==> src/rtl/uart_cmd_ctrl.sv <==
// rtl/uart_cmd_ctrl.sv - UART byte sequencer assembling [cmd][data_hi][data_lo] frames
// Acknowledges every received byte, drops stale partial frames on timeout, flags overrun.
module uart_cmd_ctrl #(
  parameter int TIMEOUT_CYCLES = 52080,
  parameter int CNT_W          = 16
) (
  input  logic        clk,
  input  logic        rst,
  input  logic        rx_rdy,
  input  logic [7:0]  rx_data,
  output logic        rx_rdy_clr,
  input  logic        clr_cmd_rdy,
  output logic [7:0]  cmd,
  output logic [15:0] data,
  output logic        cmd_rdy,
  output logic        cmd_ovr,
  output logic        frm_err,
  output logic        busy
);

  localparam logic [1:0] WAIT_CMD = 2'd0;
  localparam logic [1:0] WAIT_HI  = 2'd1;
  localparam logic [1:0] WAIT_LO  = 2'd2;

  localparam logic [CNT_W-1:0] CNT_LAST = CNT_W'(TIMEOUT_CYCLES - 1);
  localparam logic [CNT_W-1:0] CNT_MAX  = '1;

  logic [1:0]       state;
  logic [CNT_W-1:0] cnt;
  logic [7:0]       cmd_buf;
  logic [7:0]       hi_buf;
  logic             take;
  logic             publish;
  logic             timeout;

  // The receiver drops rx_rdy one edge after seeing rx_rdy_clr, so ignore it meanwhile.
  assign take    = rx_rdy & ~rx_rdy_clr;
  assign publish = take & (state == WAIT_LO);
  assign timeout = (state != WAIT_CMD) & ~take & (cnt == CNT_LAST);
  assign busy    = (state != WAIT_CMD);

  always_ff @(posedge clk) begin
    if (rst) begin
      state      <= WAIT_CMD;
      cnt        <= '0;
      cmd_buf    <= '0;
      hi_buf     <= '0;
      rx_rdy_clr <= 1'b0;
      frm_err    <= 1'b0;
      cmd        <= '0;
      data       <= '0;
      cmd_rdy    <= 1'b0;
      cmd_ovr    <= 1'b0;
    end else begin
      rx_rdy_clr <= take;
      frm_err    <= timeout;

      if (take || timeout || state == WAIT_CMD)
        cnt <= '0;
      else if (cnt != CNT_MAX)
        cnt <= cnt + CNT_W'(1);

      case (state)
        WAIT_CMD: begin
          if (take) begin
            cmd_buf <= rx_data;
            state   <= WAIT_HI;
          end
        end
        WAIT_HI: begin
          if (take) begin
            hi_buf <= rx_data;
            state  <= WAIT_LO;
          end else if (timeout) begin
            state <= WAIT_CMD;
          end
        end
        WAIT_LO: begin
          if (take || timeout)
            state <= WAIT_CMD;
        end
        default: state <= WAIT_CMD;
      endcase

      if (publish) begin
        cmd  <= cmd_buf;
        data <= {hi_buf, rx_data};
      end

      // A publish coinciding with the dispatcher ack counts as fresh, not overrun.
      if (publish)
        cmd_rdy <= 1'b1;
      else if (clr_cmd_rdy)
        cmd_rdy <= 1'b0;

      if (publish && cmd_rdy && !clr_cmd_rdy)
        cmd_ovr <= 1'b1;
      else if (clr_cmd_rdy)
        cmd_ovr <= 1'b0;
    end
  end

endmodule

==> config.mk <==
export PLATFORM = sky130hd
export DESIGN_NAME = uart_cmd_ctrl
export DESIGN_NICKNAME = d
export VERILOG_FILES = /design/src/rtl/uart_cmd_ctrl.sv
export SDC_FILE = /design/constraint.sdc
export NUM_CORES = 1
export LEC_CHECK = 0
export BUFFER_PORTS_ARGS = -buffer_cell sky130_fd_sc_hd__buf_2
export CORE_MARGIN = 2
export CORE_UTILIZATION = 50
export CTS_CLUSTER_DIAMETER = 150
export DETAILED_ROUTE_END_ITERATION = 6
export PLACE_DENSITY_LB_ADDON = 0.15
export SETUP_SLACK_MARGIN = 0.05
export SYNTH_ARGS = -nofsm -noshare
export SYNTH_HDL_FRONTEND = slang
export SYNTH_SLANG_ARGS = --single-unit
==> constraint.sdc <==
create_clock -name clk -period 1.6 [get_ports clk]
set_input_delay 0.08 -clock clk [delete_from_list [all_inputs] [get_ports clk]]
set_output_delay 0.08 -clock clk [all_outputs]
set_load 0.05 [all_outputs]
# --- Word-level counts from Yosys, hierarchy flattened ---
# Cells that the tools add are included.
word_totals:
  reg_bits: 62
  latchBits: 0
  mem_bits_rw: 0
  rom_bits: 0
  inputBits: 12
  output_inout_bits: 29
  word_cells: 45
  n_memories: 0
classes:
  add_sub_neg: 1
  mul: 0
  div: 0
  magnitude_cmp: 0
  eq_ne: 7
  shift: 0
  mux: 8
  bitwise_logic: 6
  n_reduce_logical: 13
ops:
  columns: ["operator", "count"]
  rows:
  - ["16-bit by 1-bit adder with 16-bit output, second input constant", 1]
  - ["16-bit equality test, second input constant", 1]
  - ["16-bit != test, second input constant", 1]
  - ["2-bit two-way mux", 4]
  - ["2-bit case mux with 3 select lines", 1]
  - ["2-bit nonzero test", 3]
  - ["1-bit bitwise AND", 4]
  - ["2-bit AND reduction", 2]
  - ["1-bit two-way mux", 3]
  - ["3-bit != test, second input constant", 1]
  - ["3-bit AND reduction", 1]
  - ["2-bit by 1-bit equality test with 1-bit output, second input constant", 1]
  - ["2-bit equality test, second input constant", 1]
  - ["1-bit logical AND", 2]
  - ["2-bit zero test", 1]
  - ["1-bit logical OR", 2]
  - ["2-bit by 1-bit != test with 1-bit output, second input constant", 1]
  - ["2-bit != test, second input constant", 1]
  - ["1-bit NOT", 2]
  - ["2-bit OR reduction", 1]
  - ["1-bit zero test", 1]

# --- Depth between registers and ports, before layout ---
depth:
  word_depth: 8
  depth_mapped: 7
  ltp_nobuf: 5

# --- Worst setup path after synthesis ---
# OpenSTA, ideal clock, no wires.
synth_timing:
  path_kind: "reg2reg"
  start: "reg rx_rdy_clr"
  end: "reg cnt[4]"
  setup_ns: 0.074
  arrival_time_ns: 1.601
  required_ns: 1.526
  path_slack_ns: -0.075
  stages_incl_launch_ff: 7
  path_buffers: 2
  period_less_slack_ns: 1.675
  cell_sequence: "dfxtp_1 > nor2b_1 > clkbuf_1 > nor3_2 > buf_2 > o211ai_1 > a31oi_1"
synth_via:
  elab_chain_cells: 8
synth_rtl:
  columns: ["element", "line_no", "text"]
  rows:
  - ["from (decl)", "11", "output logic rx_rdy_clr,"]
  - ["from (signal assigned)", "55", "rx_rdy_clr <= take;"]
  - ["1-bit NOT (*)", "37", "assign take = rx_rdy & ~rx_rdy_clr;"]
  - ["1-bit bitwise AND (*)", "37", null]
  - ["1-bit NOT", "39", "assign timeout = (state != WAIT_CMD) & ~take & (cnt == CNT_LAST);"]
  - ["1-bit bitwise AND (2 in series)", "39", null]
  - ["1-bit logical OR (*) (2 in series)", "58", "if (take || timeout || state == WAIT_CMD)"]
  - ["2-bit OR reduction (no source line) (*)", null, null]
  - ["to (signal assigned)", "61", "cnt <= cnt + CNT_W'(1);"]
  - ["to (decl)", "29", "logic [CNT_W-1:0] cnt;"]
# Every way passes the cells marked *; elsewhere a longest branch is shown, timed or not.
# A chain may end at the register's enable or synchronous reset.

# --- Worst setup path after layout ---
layout_timing:
  start: "reg cnt[1]"
  end: "reg cnt[2]"
layout_via:
  elab_chain_cells: 5
  word_cells_on_any_way: 7
  cone_classes: "add/sub: 1; eq/ne: 2; bitwise: 1; reduce/logical: 3"
layout_rtl:
  columns: ["element"]
  rows:
  - ["parallel branches: the longest is 5 deep, another holds 16-bit by 1-bit adder with 16-bit output"]
# Parallel ways; which one is timed is not known.

==> impl_metrics.env <==
export IMPL_outcome="complete, but fails checks"
export IMPL_failed_checks="setup timing"
export IMPL_max_slew_margin_pct=68.4
export IMPL_drv_cap=0
export IMPL_fillers=434
export IMPL_setup_viol=2
export IMPL_start_kind="flop"
export IMPL_cts_tree="yes"
export IMPL_arrival_ps=1890
export IMPL_synth_async_reset_ratio_pct=0
export IMPL_coreArea_mm2=0.00501
export IMPL_skew_ps=6.37
export IMPL_power_total_mw=3.23
export IMPL_synth_cell_types=42
export IMPL_p_leak_nw=1.29
export IMPL_yosys_area_top_type="dfxtp_1"
export IMPL_cts_max_path_buffers=2
export IMPL_grt_pass1_vias=2177
export IMPL_required_ps=1870
export IMPL_startpoint="cnt[1]"
export IMPL_ant_nets=0
export IMPL_initial_core_util_pct=51.0
export IMPL_grt_setup_unrepaired="true"
export IMPL_first_pass_iters=5
export IMPL_htreeDepth=3
export IMPL_worstMarginPinSlew_ps=474
export IMPL_slew_viol_final=0
export IMPL_io_pin_count=41
export IMPL_critPathKind="flop to flop"
export IMPL_grt_use_total_pct=23.7
export IMPL_grt_first_pass_wirelength_um=10200
export IMPL_yosysWarnings=0
export IMPL_synth_top_cell_area_share_pct=48.6
export IMPL_clk_pin_slew_ps=70
export IMPL_timing_rr_start="cnt[1]"
export IMPL_num_vias=2465
export IMPL_antennaDiodeCount=0
export IMPL_regToRegSetupSlack_ps=-20
export IMPL_hold_viol_final=0
export IMPL_gp_congestion=0.919
export IMPL_ys_seq_area_share_pct=48.6
export IMPL_cts_buffers=9
export IMPL_areaGrowthSynthToFinish_pct=34.5
export IMPL_drive_gt1_share_pct=32.1
export IMPL_synth_edff_count=0
export IMPL_power_density_mw_per_mm2=941
export IMPL_clock_sinks=62
export IMPL_hp_class="input port to flop"
export IMPL_hpwl_um=4220
export IMPL_path_max_fanout=4
export IMPL_routed_wl_um=6470
export IMPL_syn_num_nets=322
export IMPL_place_ws_ps=-349
export IMPL_period_needed_ps=1620
export IMPL_ys_dominant_reg_cell="dfxtp_1"
export IMPL_cp_end_kind="flop"
export IMPL_vdd_drop_max_v=0.000567
export IMPL_max_freq_mhz=617
export IMPL_critPathCapture="cnt[2]"
export IMPL_grt_antenna_before_repair=0
export IMPL_fin_ws_ps=-19.6
export IMPL_dieArea_mm2=0.00569
export IMPL_die_w_um=75.5
export IMPL_drt_first_iter_violations=165
export IMPL_r2r_cells=5
export IMPL_synth_most_common_cell="nand2_1"
export IMPL_period_share_pct=101
export IMPL_root_buffer="clkbuf_8"
export IMPL_timing_rr_end="cnt[2]"
export IMPL_die_y_um=75.5
export IMPL_rows=26
export IMPL_wl_per_cell_um=14.1
export IMPL_final_nets=398
export IMPL_drc=0
export IMPL_via_per_inst=5.36
export IMPL_holdWs_ps=8.88
export IMPL_avgSynthCellArea_um2=8.26
export IMPL_synth_area_leaders="dfxtp_1, nand2_1, a21oi_1, mux2i_1, nand3_1"
export IMPL_grt_ovfl_total=0
export IMPL_synth_seq_cells=62
export IMPL_ys_top_cells_by_count="nand2_1, dfxtp_1, a21oi_1"
export IMPL_clkLatencyLatePin_ps=330
export IMPL_netlist_instances=309
export IMPL_fin_util_pct=68.6
export IMPL_port_buffers=40
export IMPL_grt_start_max_net_pins=47
export IMPL_syn_area_mm2=0.00255
[registers in the layout, indices dropped and copies added (netlist names)]
register    cells
data           16
cmd_rdy         1
rx_rdy_clr      1
cmd_ovr         1
frm_err         1
cnt            16
cmd_buf         8
state           2
cmd             8
hi_buf          8
[worst min path at each step]
stage | start | end | cells past startpoint
final | rx_data[5] | hi_buf[5] | 3
after global routing | rx_data[5] | data[5] | 3
after CTS | rx_data[5] | hi_buf[5] | 3
after detailed placement | clr_cmd_rdy | cmd_ovr | 2
after global placement | clr_cmd_rdy | cmd_ovr | 2
after floorplan | clr_cmd_rdy | cmd_ovr | 1
[metal layers]
metal  global-route usage, %  up-vias  wire, um
met2                    35.6       51      2970
met3                    4.10        7       250
met5                       0        -         0
met4                    10.5        0        74
met1                    33.5     1184      3180
li1                        -     1223         -
[per-stage QoR]
step | setup TNS (ps) | area, um^2 | cells
global placement | -1270 | 3030 | 434
floorplan | 0 | 2580 | 309
finish | -34.6 | 3430 | 460
CTS | 0 | 3320 | 458
detailed placement | -2280 | 3030 | 434
global route | -245 | 3430 | 460
[layout make-up]
class,count,area [um^2],area share [%]
clock buffers,11,153,4.44
well taps,70,87.6,2.55
multi-input cells,231,1370,39.8
clock inverters,5,56.3,1.64
repair buffers,79,509,14.8
inverters,2,7.51,0.219
flip-flops and latches,62,1250,36.5
[cells by family after synthesis]
kind of cell	after synthesis	share of synthesized area, %
AOI/OAI and AO/OA	63	13.3
buffers and inverters	16	2.65
DFF	62	48.6
and+or+nand+nor	158	31.5
muxes	7	2.74
adders and majority gates	1	0.490
xor gates and xnor gates	2	0.686
[power breakdown]
| group | internal, mW | switching (mW) |
|---|---|---|
| Combinational | 0.0772 | 0.138 |
| Sequential | 1.57 | 0.0159 |
| Clock | 0.811 | 0.619 |
[placed cells by master, fill, tap and decap left out, types with 7 or more instances in the layout]
cell / count
dfxtp_1: 54
buf_2: 40
a21oi_1: 51
nor3_1: 7
nand3b_1: 8
buf_4: 33
mux2i_1: 7
nand3_1: 14
clkbuf_8: 9
dfxtp_2: 7
nand2_1: 87
[worst max-delay path: stages (launching register included)]
cell	delay, ps
dfxtp_4	360
ha_4	150
nand3_4	110
or4_4	600
o21ai_2	150
mux2i_1	180
[timing repair]
| item | 4_1_cts | 5_1_grt |
|---|---|---|
| endpoints found under the hold margin | 5 | 0 |
| setup endpoints to repair | 15 | 35 |
| hold buffers | 5 | 0 |
| pin swaps | 1 | 6 |
| gates cloned | 0 | 0 |
| gates resized for setup | 2 | 23 |
| buffers inserted | 3 | 2 |
(Power assumes the default switching activity.)
